--- config.mk ---
export PLATFORM = sky130hd
export DESIGN_NAME = muldiv_unit
export DESIGN_NICKNAME = d
export VERILOG_FILES = /design/src/rtl/muldiv_unit.sv
export SDC_FILE = /design/constraint.sdc
export NUM_CORES = 1
export LEC_CHECK = 0
export BUFFER_PORTS_ARGS = -buffer_cell sky130_fd_sc_hd__buf_4
export CAP_MARGIN = 20
export CORE_MARGIN = 2
export CORE_UTILIZATION = 60
export CTS_CLUSTER_DIAMETER = 60
export DETAILED_ROUTE_END_ITERATION = 16
export GPL_TIMING_DRIVEN = 0
export HOLD_SLACK_MARGIN = 0.12
export PLACE_DENSITY = 0.89
export SETUP_SLACK_MARGIN = 0.2
export SYNTH_ARGS = -nofsm -noshare
export SYNTH_HDL_FRONTEND = slang
export SYNTH_SLANG_ARGS = --single-unit
--- constraint.sdc ---
create_clock -name clk -period 4.4 [get_ports clk]
set_input_delay 0.88 -clock clk [delete_from_list [all_inputs] [get_ports clk]]
set_output_delay 0.88 -clock clk [all_outputs]
set_load 0.05 [all_outputs]
--- src/rtl/muldiv_unit.sv ---
// muldiv_unit: iterative multiply/divide unit with architectural HI/LO.
// One shared shift/add-subtract datapath runs WIDTH iterations per operation.
// MULT/MULTU use shift-add. DIV/DIVU use restoring division.
// Ports:
//   clk, rst_n         clock, asynchronous active-low reset
//   start, op          request + operation (00 MULT, 01 MULTU, 10 DIV, 11 DIVU)
//   A, B               operands (rs, rt)
//   mthi, mtlo, wdata  direct HI/LO writes, honoured only when idle
//   busy, done         operation in progress / one-cycle result pulse
//   div_by_zero        pulses with done for a divide by zero
//   hi, lo             architectural HI/LO registers
module muldiv_unit #(
  parameter int unsigned WIDTH = 32
) (
  input  logic             clk,
  input  logic             rst_n,
  input  logic             start,
  input  logic [1:0]       op,
  input  logic [WIDTH-1:0] A,
  input  logic [WIDTH-1:0] B,
  input  logic             mthi,
  input  logic             mtlo,
  input  logic [WIDTH-1:0] wdata,
  output logic             busy,
  output logic             done,
  output logic             div_by_zero,
  output logic [WIDTH-1:0] hi,
  output logic [WIDTH-1:0] lo
);

  localparam int unsigned CW = $clog2(WIDTH + 1);

  typedef enum logic [1:0] {S_IDLE, S_RUN, S_FIX} state_t;

  state_t             state_q;
  logic [1:0]         op_q;
  logic [WIDTH-1:0]   opnd_q;   // multiplicand (mult) or divisor (div) magnitude
  logic [2*WIDTH-1:0] acc_q;    // {upper, lower}: product or remainder:quotient
  logic [2*WIDTH-1:0] acc_d;
  logic [CW-1:0]      cnt_q;
  logic               qneg_q;   // product / quotient sign
  logic               rneg_q;   // remainder sign
  logic               bzero_q;

  logic               a_neg, b_neg;
  logic [WIDTH-1:0]   a_mag, b_mag;
  logic [WIDTH:0]     mul_sum;
  logic [WIDTH:0]     div_diff;
  logic [2*WIDTH-1:0] prod_fix;
  logic [WIDTH-1:0]   quo_fix, rem_fix;

  always_comb begin
    a_neg = ~op[0] & A[WIDTH-1];
    b_neg = ~op[0] & B[WIDTH-1];
    a_mag = a_neg ? -A : A;
    b_mag = b_neg ? -B : B;

    // Multiply: add multiplicand into the upper half when the multiplier LSB
    // is set, then shift the whole register right, carry included.
    mul_sum = {1'b0, acc_q[2*WIDTH-1:WIDTH]} + {1'b0, (acc_q[0] ? opnd_q : '0)};

    // Divide: the shifted upper half needs WIDTH+1 bits, so the bit shifted
    // out of the top takes part in the trial subtraction.
    div_diff = acc_q[2*WIDTH-1:WIDTH-1] - {1'b0, opnd_q};

    if (op_q[1]) begin
      if (div_diff[WIDTH])
        acc_d = {acc_q[2*WIDTH-2:0], 1'b0};
      else
        acc_d = {div_diff[WIDTH-1:0], acc_q[WIDTH-2:0], 1'b1};
    end else begin
      acc_d = {mul_sum, acc_q[WIDTH-1:1]};
    end

    prod_fix = qneg_q ? -acc_q : acc_q;
    // Divide by zero: quotient stays all-ones. The remainder equals |A|, so
    // applying the remainder sign restores the raw dividend for HI.
    quo_fix  = (qneg_q & ~bzero_q) ? -acc_q[WIDTH-1:0] : acc_q[WIDTH-1:0];
    rem_fix  = rneg_q ? -acc_q[2*WIDTH-1:WIDTH] : acc_q[2*WIDTH-1:WIDTH];
  end

  always_ff @(posedge clk or negedge rst_n) begin
    if (!rst_n) begin
      state_q     <= S_IDLE;
      op_q        <= '0;
      opnd_q      <= '0;
      acc_q       <= '0;
      cnt_q       <= '0;
      qneg_q      <= 1'b0;
      rneg_q      <= 1'b0;
      bzero_q     <= 1'b0;
      busy        <= 1'b0;
      done        <= 1'b0;
      div_by_zero <= 1'b0;
      hi          <= '0;
      lo          <= '0;
    end else begin
      done        <= 1'b0;
      div_by_zero <= 1'b0;
      case (state_q)
        S_IDLE: begin
          if (start) begin
            op_q    <= op;
            opnd_q  <= op[1] ? b_mag : a_mag;
            acc_q   <= {{WIDTH{1'b0}}, (op[1] ? a_mag : b_mag)};
            cnt_q   <= '0;
            qneg_q  <= a_neg ^ b_neg;
            rneg_q  <= a_neg & op[1];
            bzero_q <= (B == '0);
            busy    <= 1'b1;
            state_q <= S_RUN;
          end else begin
            if (mthi) hi <= wdata;
            if (mtlo) lo <= wdata;
          end
        end
        S_RUN: begin
          acc_q <= acc_d;
          cnt_q <= cnt_q + 1'b1;
          if (cnt_q == CW'(WIDTH - 1)) state_q <= S_FIX;
        end
        S_FIX: begin
          if (op_q[1]) begin
            lo          <= quo_fix;
            hi          <= rem_fix;
            div_by_zero <= bzero_q;
          end else begin
            hi <= prod_fix[2*WIDTH-1:WIDTH];
            lo <= prod_fix[WIDTH-1:0];
          end
          done    <= 1'b1;
          busy    <= 1'b0;
          state_q <= S_IDLE;
        end
        default: state_q <= S_IDLE;
      endcase
    end
  end

endmodule

==> results of run 1 <==
cell usage in the layout, fill, tap and decap left out, types with 19 or more instances in the layout:
master,synthesis,routed
nor2_1,240,240
nand2_1,210,210
a21oi_1,198,198
dfrtp_1,175,175
buf_4,2,170
o21ai_0,160,159
xnor2_1,95,95
clkbuf_1,93,91
xor2_1,73,73
ha_1,69,69
mux2i_1,66,66
inv_1,63,63
o31ai_1,38,36
nand2b_1,27,27
nand3_1,26,26
nor3_1,28,26
a31oi_1,26,25
and2_1,20,20
a21o_1,19,19
power groups by stage:
stage / clock (mW) / sequential (mW) / combinational [mW]
after detailed placement: 0 / 3.31 / 9.47
final: 1.64 / 3.37 / 9.84
after global routing: 1.69 / 3.40 / 10.5
after floorplan: 0 / 3.80 / 6.22
after global placement: 0 / 3.28 / 9.22
after CTS: 1.62 / 3.29 / 9.56
registers in the layout (all words and copies together) (netlist names):
register,flops
bzero_q,1
hi,32
state_q,2
rneg_q,1
done,1
qneg_q,1
busy,1
lo,32
opnd_q,32
op_q,1
acc_q,64
cnt_q,6
div_by_zero,1
cells by family after synthesis:
| family | Yosys count | synth area share, % |
|---|---|---|
| flip-flops | 175 | 29.49 |
| AND/OR/NAND/NOR | 656 | 20.08 |
| multiplexers | 79 | 5.459 |
| adder cells (fa/ha/maj) | 71 | 6.083 |
| buffers and inverters | 177 | 4.768 |
| XOR/XNOR | 168 | 9.907 |
| AO/OA/AOI/OAI | 588 | 24.22 |
through the flow:
step | cells | instance area [um^2]
floorplan | 1914 | 14850
global placement | 2406 | 16520
detailed placement | 2407 | 16550
CTS | 2439 | 17200
global route | 2440 | 17240
finish | 2440 | 17240
cell type report:
class                      instances  share of cell area (%)
multi-input combinational       1562                   56.90
sequential                       175                   25.40
timing repair buffer             170                   7.563
buffer                           114                   2.751
clock buffer                      17                   2.468
tap                              324                   2.352
inverter                          63                   1.372
clock inverter                    15                   1.190
worst reg2reg max path, stage by stage (launching register included):
cell	delay [ns]
dfrtp_1	0.51
inv_1	0.10
ha_1	0.22
fa_1	0.42
nand2b_1	0.21
a211o_1	0.36
a21oi_4	0.27
a2111oi_4	0.14
nor3_2	0.31
or4_1	0.15
buf_2	0.18
and2_1	0.18
buf_6	0.14
buf_2	0.33
nand3b_1	0.19
a41oi_1	0.28
path summary, 6_finish.rpt:
kind                                               end  slack (ns)                    from
worst max-delay path             acc_q[63]$_DFFE_PN0P_        0.31   acc_q[31]$_DFFE_PN0P_
worst min-delay path                 lo[7]$_DFFE_PN0P_        0.35                   rst_n
worst max register to register   acc_q[63]$_DFFE_PN0P_        0.31   acc_q[31]$_DFFE_PN0P_
worst min register to register  opnd_q[29]$_DFFE_PN0P_        0.48  opnd_q[29]$_DFFE_PN0P_
max in group asynchronous       opnd_q[30]$_DFFE_PN0P_        3.09                   rst_n
min in group clk                opnd_q[29]$_DFFE_PN0P_        0.48  opnd_q[29]$_DFFE_PN0P_
repair_timing:
action                     4_1_cts  5_1_grt
gates resized for setup          4        9
setup endpoints to repair        6       32
hold buffers                     0        0
buffers inserted                 0        1
pin swaps                        0        1
metal layers:
| metal | GRT usage, % | vias to the layer above | part of all wire, % |
|---|---|---|---|
| li1 | - | 7186 | - |
| met4 | 24.43 | 0 | 6.7 |
| met5 | 0 | - | 0 |
| met3 | 8.757 | 215 | 11 |
| met1 | 52.91 | 7448 | 38 |
| met2 | 62.57 | 1116 | 43 |
==> results.rst, run 1 <==
.. list-table::
   :header-rows: 1

   * - Metric
     - Value
   * - Starting utilization of the core area
     - approximately three fifths
   * - Post-synthesis average cell area
     - roughly 7.8 um^2
   * - Storage cell area
     - approximately 4400 um^2
   * - Post-synth cell types
     - between 70 and 80
   * - Most repeated cell in the gate-level netlist after synthesis
     - nor2_1
   * - Die outline width
     - approximately 160 um
   * - CP Buf/Inv Count
     - 4
   * - Sw Ratio
     - ~54%
   * - Category of the worst setup path capture point
     - register
   * - Share of post-route cells with drive strength above 1
     - 12.05%
   * - Wire per inst
     - between 20 and 25 um
   * - RSZ-0062 raised after global routing
     - false
   * - Peak ir drop on the vdd network
     - ~440 uV
   * - Maximum cell stage delay along the critical path
     - 0.51 ns
   * - Number of port buffers
     - ~170
   * - Routed WL
     - between 50000 and 60000 um
   * - Ratio of routed vias to standard cells
     - ~6.5
   * - Worst path top cell family by delay
     - compound AO/OA/AOI/OAI gates
   * - Maximum count of clock buffers along a single path
     - 2
   * - Setup Crit Path Kind
     - register to register
   * - Highest clock rate
     - 244.4 MHz
   * - Synth Register Bits
     - around 180
   * - H-tree depth reported by CTS
     - 4
   * - Total leakage power
     - 7.567 nW
   * - Final Cycle Share
     - 92.99%
   * - Most frequent cell on the critical path
     - buf_2
   * - Clock-pin slew on the worst setup and hold paths
     - 0.09 ns
   * - DP Worst Slack
     - around 0.066 ns
   * - CTS sink count
     - 175
   * - Shortest period the worst path allows
     - approximately 4.1 ns
   * - CP Cell Sequence
     - inv_1 > ha_1 > fa_1 > nand2b_1 > a211o_1 > a21oi_4 > a2111oi_4 > nor3_2 > or4_1 > buf_2 > and2_1 > buf_6 > buf_2 > nand3b_1 > a41oi_1
   * - Detailed placer's ending HPWL
     - approximately 42000 um
   * - Number of max-cap violations
     - 0
   * - Dominant cell type by area after synthesis
     - dfrtp_1
   * - Maximum number of pins on one net before global-route repair
     - around 120
   * - Sequential power share
     - between 20 and 25%
   * - # fillers
     - roughly 2000
   * - Internal power component
     - 6.862 mW
   * - Grt ovf
     - 0
   * - Pwr Total
     - roughly 15 mW
   * - CTS tree
     - done
   * - Proportion of synthesized flip-flops having asynchronous set or reset
     - between 90% and 100%
   * - Sequential-to-total area share from yosys stat
     - around 30%
   * - First-pass GRT wire length
     - about 83000 um
   * - PD cells
     - about 860 nW/um^2
   * - Antenna violations before repair
     - 0
   * - Standard cell with the maximum stage delay on the critical path
     - dfrtp_1
   * - Mapped Area
     - between 10000 and 15000 um^2
   * - Hold slack
     - around 0.35 ns
   * - Number of enable flip-flop cells after synthesis
     - 0
   * - Pins Over Slew Limit
     - 0
   * - Final setup slack of the worst path
     - between 0.3 and 0.4 ns
   * - Via Count
     - 15970
   * - Number of buffers created by CTS
     - 17
   * - Die area
     - 26030 um^2
   * - Remaining design rule violation count
     - 0
   * - Switching Power
     - ~8 mW
   * - Logic depth of the worst path, buffers included
     - 15
   * - Layout net count
     - approximately 2300
   * - Die height
     - roughly 160 um
   * - Largest fanout on the critical path
     - 10
   * - Area of the core
     - roughly 24000 um^2
   * - Final Wtd Congestion
     - between 1 and 1.5
   * - Gr usage total
     - between 40% and 50%
   * - Top cell type's share of synthesized area
     - between 20% and 30%
   * - Source-to-sink clock delay at the later pin of the worst-skew pair
     - ~0.47 ns
   * - Hold Path Class
     - primary input to async pin
   * - Leading cell types by count after synthesis
     - nor2_1 (240), nand2_1 (210), a21oi_1 (198), dfrtp_1 (175), o21ai_0 (160)
   * - Slew margin rel.
     - 36.94%
   * - Setup violators final
     - 0
   * - Syn nets
     - 2088
   * - Count of standard-cell rows
     - 57
   * - Part of the power in the clock network
     - 11.0%
   * - Vias in the first global route
     - between 15000 and 20000
   * - Worst Tran Pin Value
     - roughly 0.93 ns
   * - Post-route core utilization
     - a little under three quarters
   * - Initial DRC count
     - about 1700
   * - Layout-stage area growth over the synthesis result
     - 16.07%
   * - Data arrival time at the worst-slack endpoint
     - ~4.5 ns
   * - Largest cells by area after synthesis
     - dfrtp_1 (29%), a21oi_1 (6.7%), nor2_1 (6.1%)
   * - Type of element launching the critical path
     - register
   * - Comb pwr share
     - 66.3%
   * - Root Buffer Master
     - clkbuf_16
   * - Hold violation count in the final report
     - 0
   * - R2R depth
     - 15
   * - Data required time of the worst path
     - 4.76 ns
   * - Number of I/O pins
     - 170
   * - Most common flop cell mapped by yosys
     - dfrtp_1
   * - Post-Syn Instances
     - between 1500 and 2000
   * - Antenna diodes
     - 0
   * - Worst-case clock skew
     - a little under 0.02 ns
   * - Number of detailed-routing iterations run before antenna repair
     - 6
   * - Number of antenna-violating nets in the routed design
     - 0
   * - Result of the run
     - completed
   * - Area of the multi-input gates
     - 9809 um^2
   * - Total negative setup slack
     - 0 ns
   * - Synthesis Warnings
     - 0
Power figures use the tool's default switching activity.
==> inputs of run 2 (changes only) <==
--- a/config.mk
+++ b/config.mk
@@ -6,8 +6,6 @@
 export NUM_CORES = 1
 export LEC_CHECK = 0
 export BUFFER_PORTS_ARGS = -buffer_cell sky130_fd_sc_hd__buf_4
-export CAP_MARGIN = 20
-export CORE_MARGIN = 2
 export CORE_UTILIZATION = 60
 export CTS_CLUSTER_DIAMETER = 60
 export DETAILED_ROUTE_END_ITERATION = 16
==> results.rst, run 2 (synthesized netlist as in run 1, its figures left out) <==
.. list-table::
   :header-rows: 1

   * - Metric
     - Value
   * - Result of the run
     - completed
   * - Ratio of routed vias to standard cells
     - around 6.5
   * - RSZ-0062 raised after global routing
     - true
   * - Pins Over Slew Limit
     - 0
   * - Routed WL
     - about 53000 um
   * - Layout net count
     - 2276
   * - Hold Path Class
     - primary input to async pin
   * - Peak ir drop on the vdd network
     - a little under 500 uV
   * - Total negative setup slack
     - 0 ns
   * - Maximum count of clock buffers along a single path
     - 2
   * - Share of post-route cells with drive strength above 1
     - between 10 and 15%
   * - Hold violation count in the final report
     - 0
   * - H-tree depth reported by CTS
     - 4
   * - Shortest period the worst path allows
     - approximately 4.1 ns
   * - Comb pwr share
     - between 60% and 70%
   * - Number of port buffers
     - 168
   * - PD cells
     - 854.9 nW/um^2
   * - Final Wtd Congestion
     - 1.126
   * - Grt ovf
     - 0
   * - Number of I/O pins
     - between 150 and 200
   * - Count of standard-cell rows
     - 57
   * - Die height
     - ~160 um
   * - Data arrival time at the worst-slack endpoint
     - approximately 4.4 ns
   * - Number of buffers created by CTS
     - 17
   * - Commonest cells after routing, fill and taps aside
     - nor2_1 (240), nand2_1 (210), a21oi_1 (198)
   * - Die outline width
     - 159.3 um
   * - # fillers
     - 1970
   * - Antenna violations before repair
     - 0
   * - Via Count
     - approximately 16000
   * - First-pass GRT wire length
     - 82770 um
   * - Pwr Total
     - 14.72 mW
   * - Remaining design rule violation count
     - 0
   * - Layout-stage area growth over the synthesis result
     - 15.92%
   * - Worst Tran Pin Value
     - ~0.91 ns
   * - Flip-flop count of the largest register, all copies and words added
     - 64
   * - Root Buffer Master
     - clkbuf_16
   * - Vias in the first global route
     - approximately 15000
   * - Starting utilization of the core area
     - between 60% and 70%
   * - Largest fanout on the critical path
     - 10
   * - Reg with most FFs
     - acc_q
   * - Slew margin rel.
     - about two fifths
   * - Sw Ratio
     - between 50 and 60%
   * - Number of antenna-violating nets in the routed design
     - 0
   * - Hold slack
     - 0.3896 ns
   * - Leading cell type in the layout, fill and taps excluded
     - nor2_1
   * - Standard cell area after detailed placement
     - between 15000 and 20000 um^2
   * - Initial DRC count
     - ~1900
   * - Wire per inst
     - approximately 22 um
   * - Gr usage total
     - roughly two fifths
   * - Clock-pin slew on the worst setup and hold paths
     - 0.08 ns
   * - Area of the core
     - 24320 um^2
   * - Number of max-cap violations
     - 0
   * - Final Cycle Share
     - around 93%
   * - Post-route core utilization
     - a little over two thirds
   * - Type of element launching the critical path
     - register
   * - Final standard cell area without fillers
     - 17220 um^2
   * - Highest clock rate
     - 244.2 MHz
   * - CTS sink count
     - approximately 180
   * - Total leakage power
     - 7.556 nW
   * - Final setup slack of the worst path
     - between 0.3 and 0.4 ns
   * - Source-to-sink clock delay at the later pin of the worst-skew pair
     - roughly 0.45 ns
   * - Post-route insts no fill
     - about 2400
   * - Maximum number of pins on one net before global-route repair
     - 100
   * - Setup violators final
     - 0
   * - Die area
     - 25390 um^2
   * - Internal power component
     - 6.844 mW
   * - Category of the worst setup path capture point
     - register
   * - Number of detailed-routing iterations run before antenna repair
     - 8
   * - Data required time of the worst path
     - between 4 and 5 ns
   * - Area of the multi-input gates
     - 9814 um^2
   * - Inst Count DP
     - between 2000 and 2500
   * - Detailed placer's ending HPWL
     - approximately 42000 um
   * - Storage cell area
     - about 4400 um^2
   * - Part of the power in the clock network
     - approximately a tenth
   * - CTS tree
     - done
   * - Worst-case clock skew
     - 0.01504 ns
   * - Sequential power share
     - roughly 23%
   * - Setup Crit Path Kind
     - register to register
   * - DP Worst Slack
     - approximately 0.13 ns
   * - Antenna diodes
     - 0
   * - Switching Power
     - approximately 7.9 mW
==> run 2: cell count changes in the layout (fill, tap and decap cells not counted), sizes merged <==
cell	delta
clkinv	+2
buf	-1
clkinvlp	-1
inv	-1
==> run 2: path summary, 6_finish.rpt <==
path | from | to | cells after the start | slack (ns)
min reg2reg | lo[27]$_DFFE_PN0P_ | lo[27]$_DFFE_PN0P_ | 1 | 0.48
max | acc_q[31]$_DFFE_PN0P_ | acc_q[55]$_DFFE_PN0P_ | 15 | 0.31
max reg2reg | acc_q[31]$_DFFE_PN0P_ | acc_q[55]$_DFFE_PN0P_ | 15 | 0.31
min in group clk | lo[27]$_DFFE_PN0P_ | lo[27]$_DFFE_PN0P_ | 1 | 0.48
max in group asynchronous | rst_n | acc_q[3]$_DFFE_PN0P_ | 2 | 3.12
min | rst_n | done$_DFF_PN0_ | 1 | 0.39
==> run 2: power groups by stage <==
stage | Sequential [mW] | Clock [mW] | Combinational [mW]
floorplan | 3.80 | 0 | 6.22
global placement | 3.26 | 0 | 9.20
detailed placement | 3.29 | 0 | 9.43
CTS | 3.26 | 1.56 | 9.51
global route | 3.38 | 1.63 | 10.6
finish | 3.34 | 1.58 | 9.80
==> run 2: timing repair <==
item	CTS	global route
buffers inserted	0	0
endpoints found under the setup margin	5	19
pin swaps	0	1
hold buffers	0	0
resized for setup	2	12
==> run 2: final cells by class <==
cell class	count	area share, %
Buffer	114	2.754
Multi-Input combinational cell	1562	57.01
Timing Repair Buffer	169	7.529
Clock inverter	15	1.068
Sequential cell	175	25.44
Inverter	63	1.374
Tap cell	324	2.355
Clock buffer	17	2.471
==> run 2: worst max-delay path, cell delays in order (launching register included) <==
cell and delay [ns]:
dfrtp_1 0.49, inv_1 0.11, ha_1 0.25, fa_1 0.42, nand2b_1 0.20, a211o_1 0.34, a21oi_4 0.27, a2111oi_4 0.16
nor3_2 0.34, or4_1 0.16, buf_2 0.19, and2_1 0.17, buf_6 0.12, buf_2 0.32, mux2i_1 0.29, o21ai_0 0.12
==> run 2: layer usage <==
layer | GRT usage, % | routed length (um) | up-vias
met4 | 22.99 | 3206 | 0
met2 | 62.86 | 22900 | 1038
met5 | 0 | 0 | -
li1 | - | - | 7205
met1 | 55.60 | 20940 | 7537
met3 | 8.179 | 5777 | 170
==> inputs of run 3 (changes only) <==
--- a/config.mk
+++ b/config.mk
@@ -6,6 +6,7 @@
 export NUM_CORES = 1
 export LEC_CHECK = 0
 export BUFFER_PORTS_ARGS = -buffer_cell sky130_fd_sc_hd__buf_4
+export CAP_MARGIN = 20
 export CORE_UTILIZATION = 60
 export CTS_CLUSTER_DIAMETER = 60
 export DETAILED_ROUTE_END_ITERATION = 16
==> constraint.sdc (replaced) <==
create_clock -name clk -period 4 [get_ports clk]
set_input_delay 0.8 -clock clk [delete_from_list [all_inputs] [get_ports clk]]
set_output_delay 0.8 -clock clk [all_outputs]
set_load 0.05 [all_outputs]
==> results.rst, run 3 (synthesized netlist as in run 1, its figures left out) <==
.. list-table::
   :header-rows: 1

   * - Metric
     - Value
   * - Total negative setup slack
     - 0 ns
   * - DRT met1 WL
     - 20620 um
   * - Starting utilization of the core area
     - about three fifths
   * - Final setup slack of the worst path
     - roughly 0.26 ns
   * - Source-to-sink clock delay at the later pin of the worst-skew pair
     - around 0.45 ns
   * - Comb pwr share
     - around two thirds
   * - Area of the core
     - around 24000 um^2
   * - Ratio of routed vias to standard cells
     - 6.557
   * - Grt ovf
     - 0
   * - Final Cycle Share
     - 93.49%
   * - Post-route core utilization
     - a little under three quarters
   * - Slew margin rel.
     - between 30% and 40%
   * - Maximum cell stage delay along the critical path
     - 0.47 ns
   * - Post-route insts no fill
     - 2446
   * - Antenna diodes
     - 0
   * - Sw Ratio
     - 53.32%
   * - Number of max-cap violations
     - 0
   * - Number of detailed-routing iterations run before antenna repair
     - 8
   * - Maximum number of pins on one net before global-route repair
     - 100
   * - Internal power component
     - roughly 7.7 mW
   * - Initial DRC count
     - about 1900
   * - Worst path top cell family by delay
     - compound AO/OA/AOI/OAI gates
   * - Type of element launching the critical path
     - register
   * - Die height
     - about 160 um
   * - Amount of wire on met2 after detailed routing
     - 22940 um
   * - Remaining design rule violation count
     - 0
   * - First-pass GRT wire length
     - ~83000 um
   * - Highest clock rate
     - between 200 and 300 MHz
   * - # fillers
     - ~2000
   * - Number of port buffers
     - roughly 170
   * - Die outline width
     - approximately 160 um
   * - Hold slack
     - approximately 0.32 ns
   * - CTS tree
     - done
   * - H-tree depth reported by CTS
     - 4
   * - CP Buf/Inv Count
     - 4
   * - Launch point of the critical path
     - opnd_q[6]$_DFFE_PN0P_
   * - Data required time of the worst path
     - between 4 and 5 ns
   * - CP Cell Sequence
     - inv_1 > ha_1 > o21a_1 > o21ai_2 > a21oi_4 > a2111oi_4 > buf_4 > nor3_4 > or4_1 > buf_2 > and2_1 > buf_6 > mux2_4 > a221o_1
   * - Pwr Total
     - approximately 16 mW
   * - Wire per inst
     - ~22 um
   * - Maximum count of clock buffers along a single path
     - 2
   * - Reg with most FFs
     - acc_q
   * - RSZ-0062 raised after global routing
     - true
   * - Root Buffer Master
     - clkbuf_16
   * - Standard cell area after detailed placement
     - between 15000 and 20000 um^2
   * - Final Wtd Congestion
     - between 1 and 1.5
   * - Result of the run
     - completed
   * - Share of post-route cells with drive strength above 1
     - 13.29%
   * - Hold Path Class
     - primary input to async pin
   * - Total leakage power
     - 7.593 nW
   * - Layout net count
     - 2283
   * - Clock-pin slew on the worst setup and hold paths
     - 0.08 ns
   * - Shortest period the worst path allows
     - roughly 3.7 ns
   * - PD cells
     - between 900 and 1000 nW/um^2
   * - Via Count
     - between 15000 and 20000
   * - Top routing layer in use
     - met5
   * - Count of standard-cell rows
     - 57
   * - CTS sink count
     - ~180
   * - Die area
     - 25390 um^2
   * - Category of the worst setup path capture point
     - register
   * - Switching Power
     - ~8.8 mW
   * - Vias in the first global route
     - between 15000 and 20000
   * - Layout-stage area growth over the synthesis result
     - 16.89%
   * - Number of I/O pins
     - 170
   * - Peak ir drop on the vdd network
     - between 500 and 600 uV
   * - Metal3 WL
     - slightly above 6000 um
   * - Final standard cell area without fillers
     - between 15000 and 20000 um^2
   * - Number of buffers created by CTS
     - 17
   * - Standard cell with the maximum stage delay on the critical path
     - or4_1
   * - Inst Count DP
     - between 2000 and 2500
   * - Detailed placer's ending HPWL
     - around 42000 um
   * - Gr usage total
     - about two fifths
   * - Setup Crit Path Kind
     - register to register
   * - Part of the power in the clock network
     - a little over a tenth
   * - Setup violators final
     - 0
   * - Routed WL
     - ~53000 um
   * - Sequential power share
     - between 20% and 30%
   * - Source of the worst register-to-register timing path
     - opnd_q[6]$_DFFE_PN0P_
   * - Commonest cells after routing, fill and taps aside
     - nor2_1 (240), nand2_1 (210), a21oi_1 (197)
   * - Worst Tran Pin Value
     - 0.9459 ns
   * - Flip-flop count of the largest register, all copies and words added
     - 64
   * - Data arrival time at the worst-slack endpoint
     - 4.07 ns
   * - Hold violation count in the final report
     - 0
   * - Number of antenna-violating nets in the routed design
     - 0
   * - DP Worst Slack
     - -0.2734 ns
   * - Largest fanout on the critical path
     - 6
   * - Post-cts hold buffer count
     - 0
   * - Antenna violations before repair
     - 1
   * - Pins Over Slew Limit
     - 0
   * - Worst-case clock skew
     - 0.01661 ns
   * - Leading cell type in the layout, fill and taps excluded
     - nor2_1
-- run 3: path summary, 6_finish.rpt --
check	slack (ns)	endpoint	depth (start not counted)
worst max-delay path	0.26	acc_q[52]$_DFFE_PN0P_	14
worst min-delay path	0.32	done$_DFF_PN0_	1
worst max register to register	0.26	acc_q[52]$_DFFE_PN0P_	14
worst min register to register	0.48	lo[27]$_DFFE_PN0P_	1
max in group asynchronous	2.76	acc_q[0]$_DFFE_PN0P_	2
min in group clk	0.48	lo[27]$_DFFE_PN0P_	1
-- run 3: power by group through the flow --
stage | Combinational (mW) | Sequential, mW | Clock (mW)
after floorplan | 6.84 | 4.18 | 0
after global placement | 10.1 | 3.58 | 0
after detailed placement | 10.4 | 3.62 | 0
after CTS | 10.5 | 3.60 | 1.72
after global routing | 11.9 | 3.72 | 1.79
final | 11.0 | 3.68 | 1.73
-- run 3: per-layer routing --
layer,vias up,global-route usage (%)
li1,7210,-
met1,7529,55.69
met2,1094,63.18
met3,204,8.101
met4,2,22.64
met5,-,0
-- run 3: area by class of cell --
type | count | area, um^2 | share of cell area, %
Buffer | 114 | 490.5 | 2.825
Tap cell | 324 | 405.4 | 2.335
Timing Repair Buffer | 176 | 1349 | 7.769
Clock buffer | 17 | 425.4 | 2.450
Sequential cell | 175 | 4392 | 25.30
Inverter | 63 | 236.5 | 1.362
Clock inverter | 15 | 183.9 | 1.059
Multi-Input combinational cell | 1562 | 9878 | 56.90
-- run 3: what timing repair did --
| action | 4_1_cts | 5_1_grt |
|---|---|---|
| gates resized for setup | 16 | 28 |
| setup endpoints to repair | 46 | 47 |
| buffers inserted | 1 | 6 |
| pin swaps | 2 | 5 |
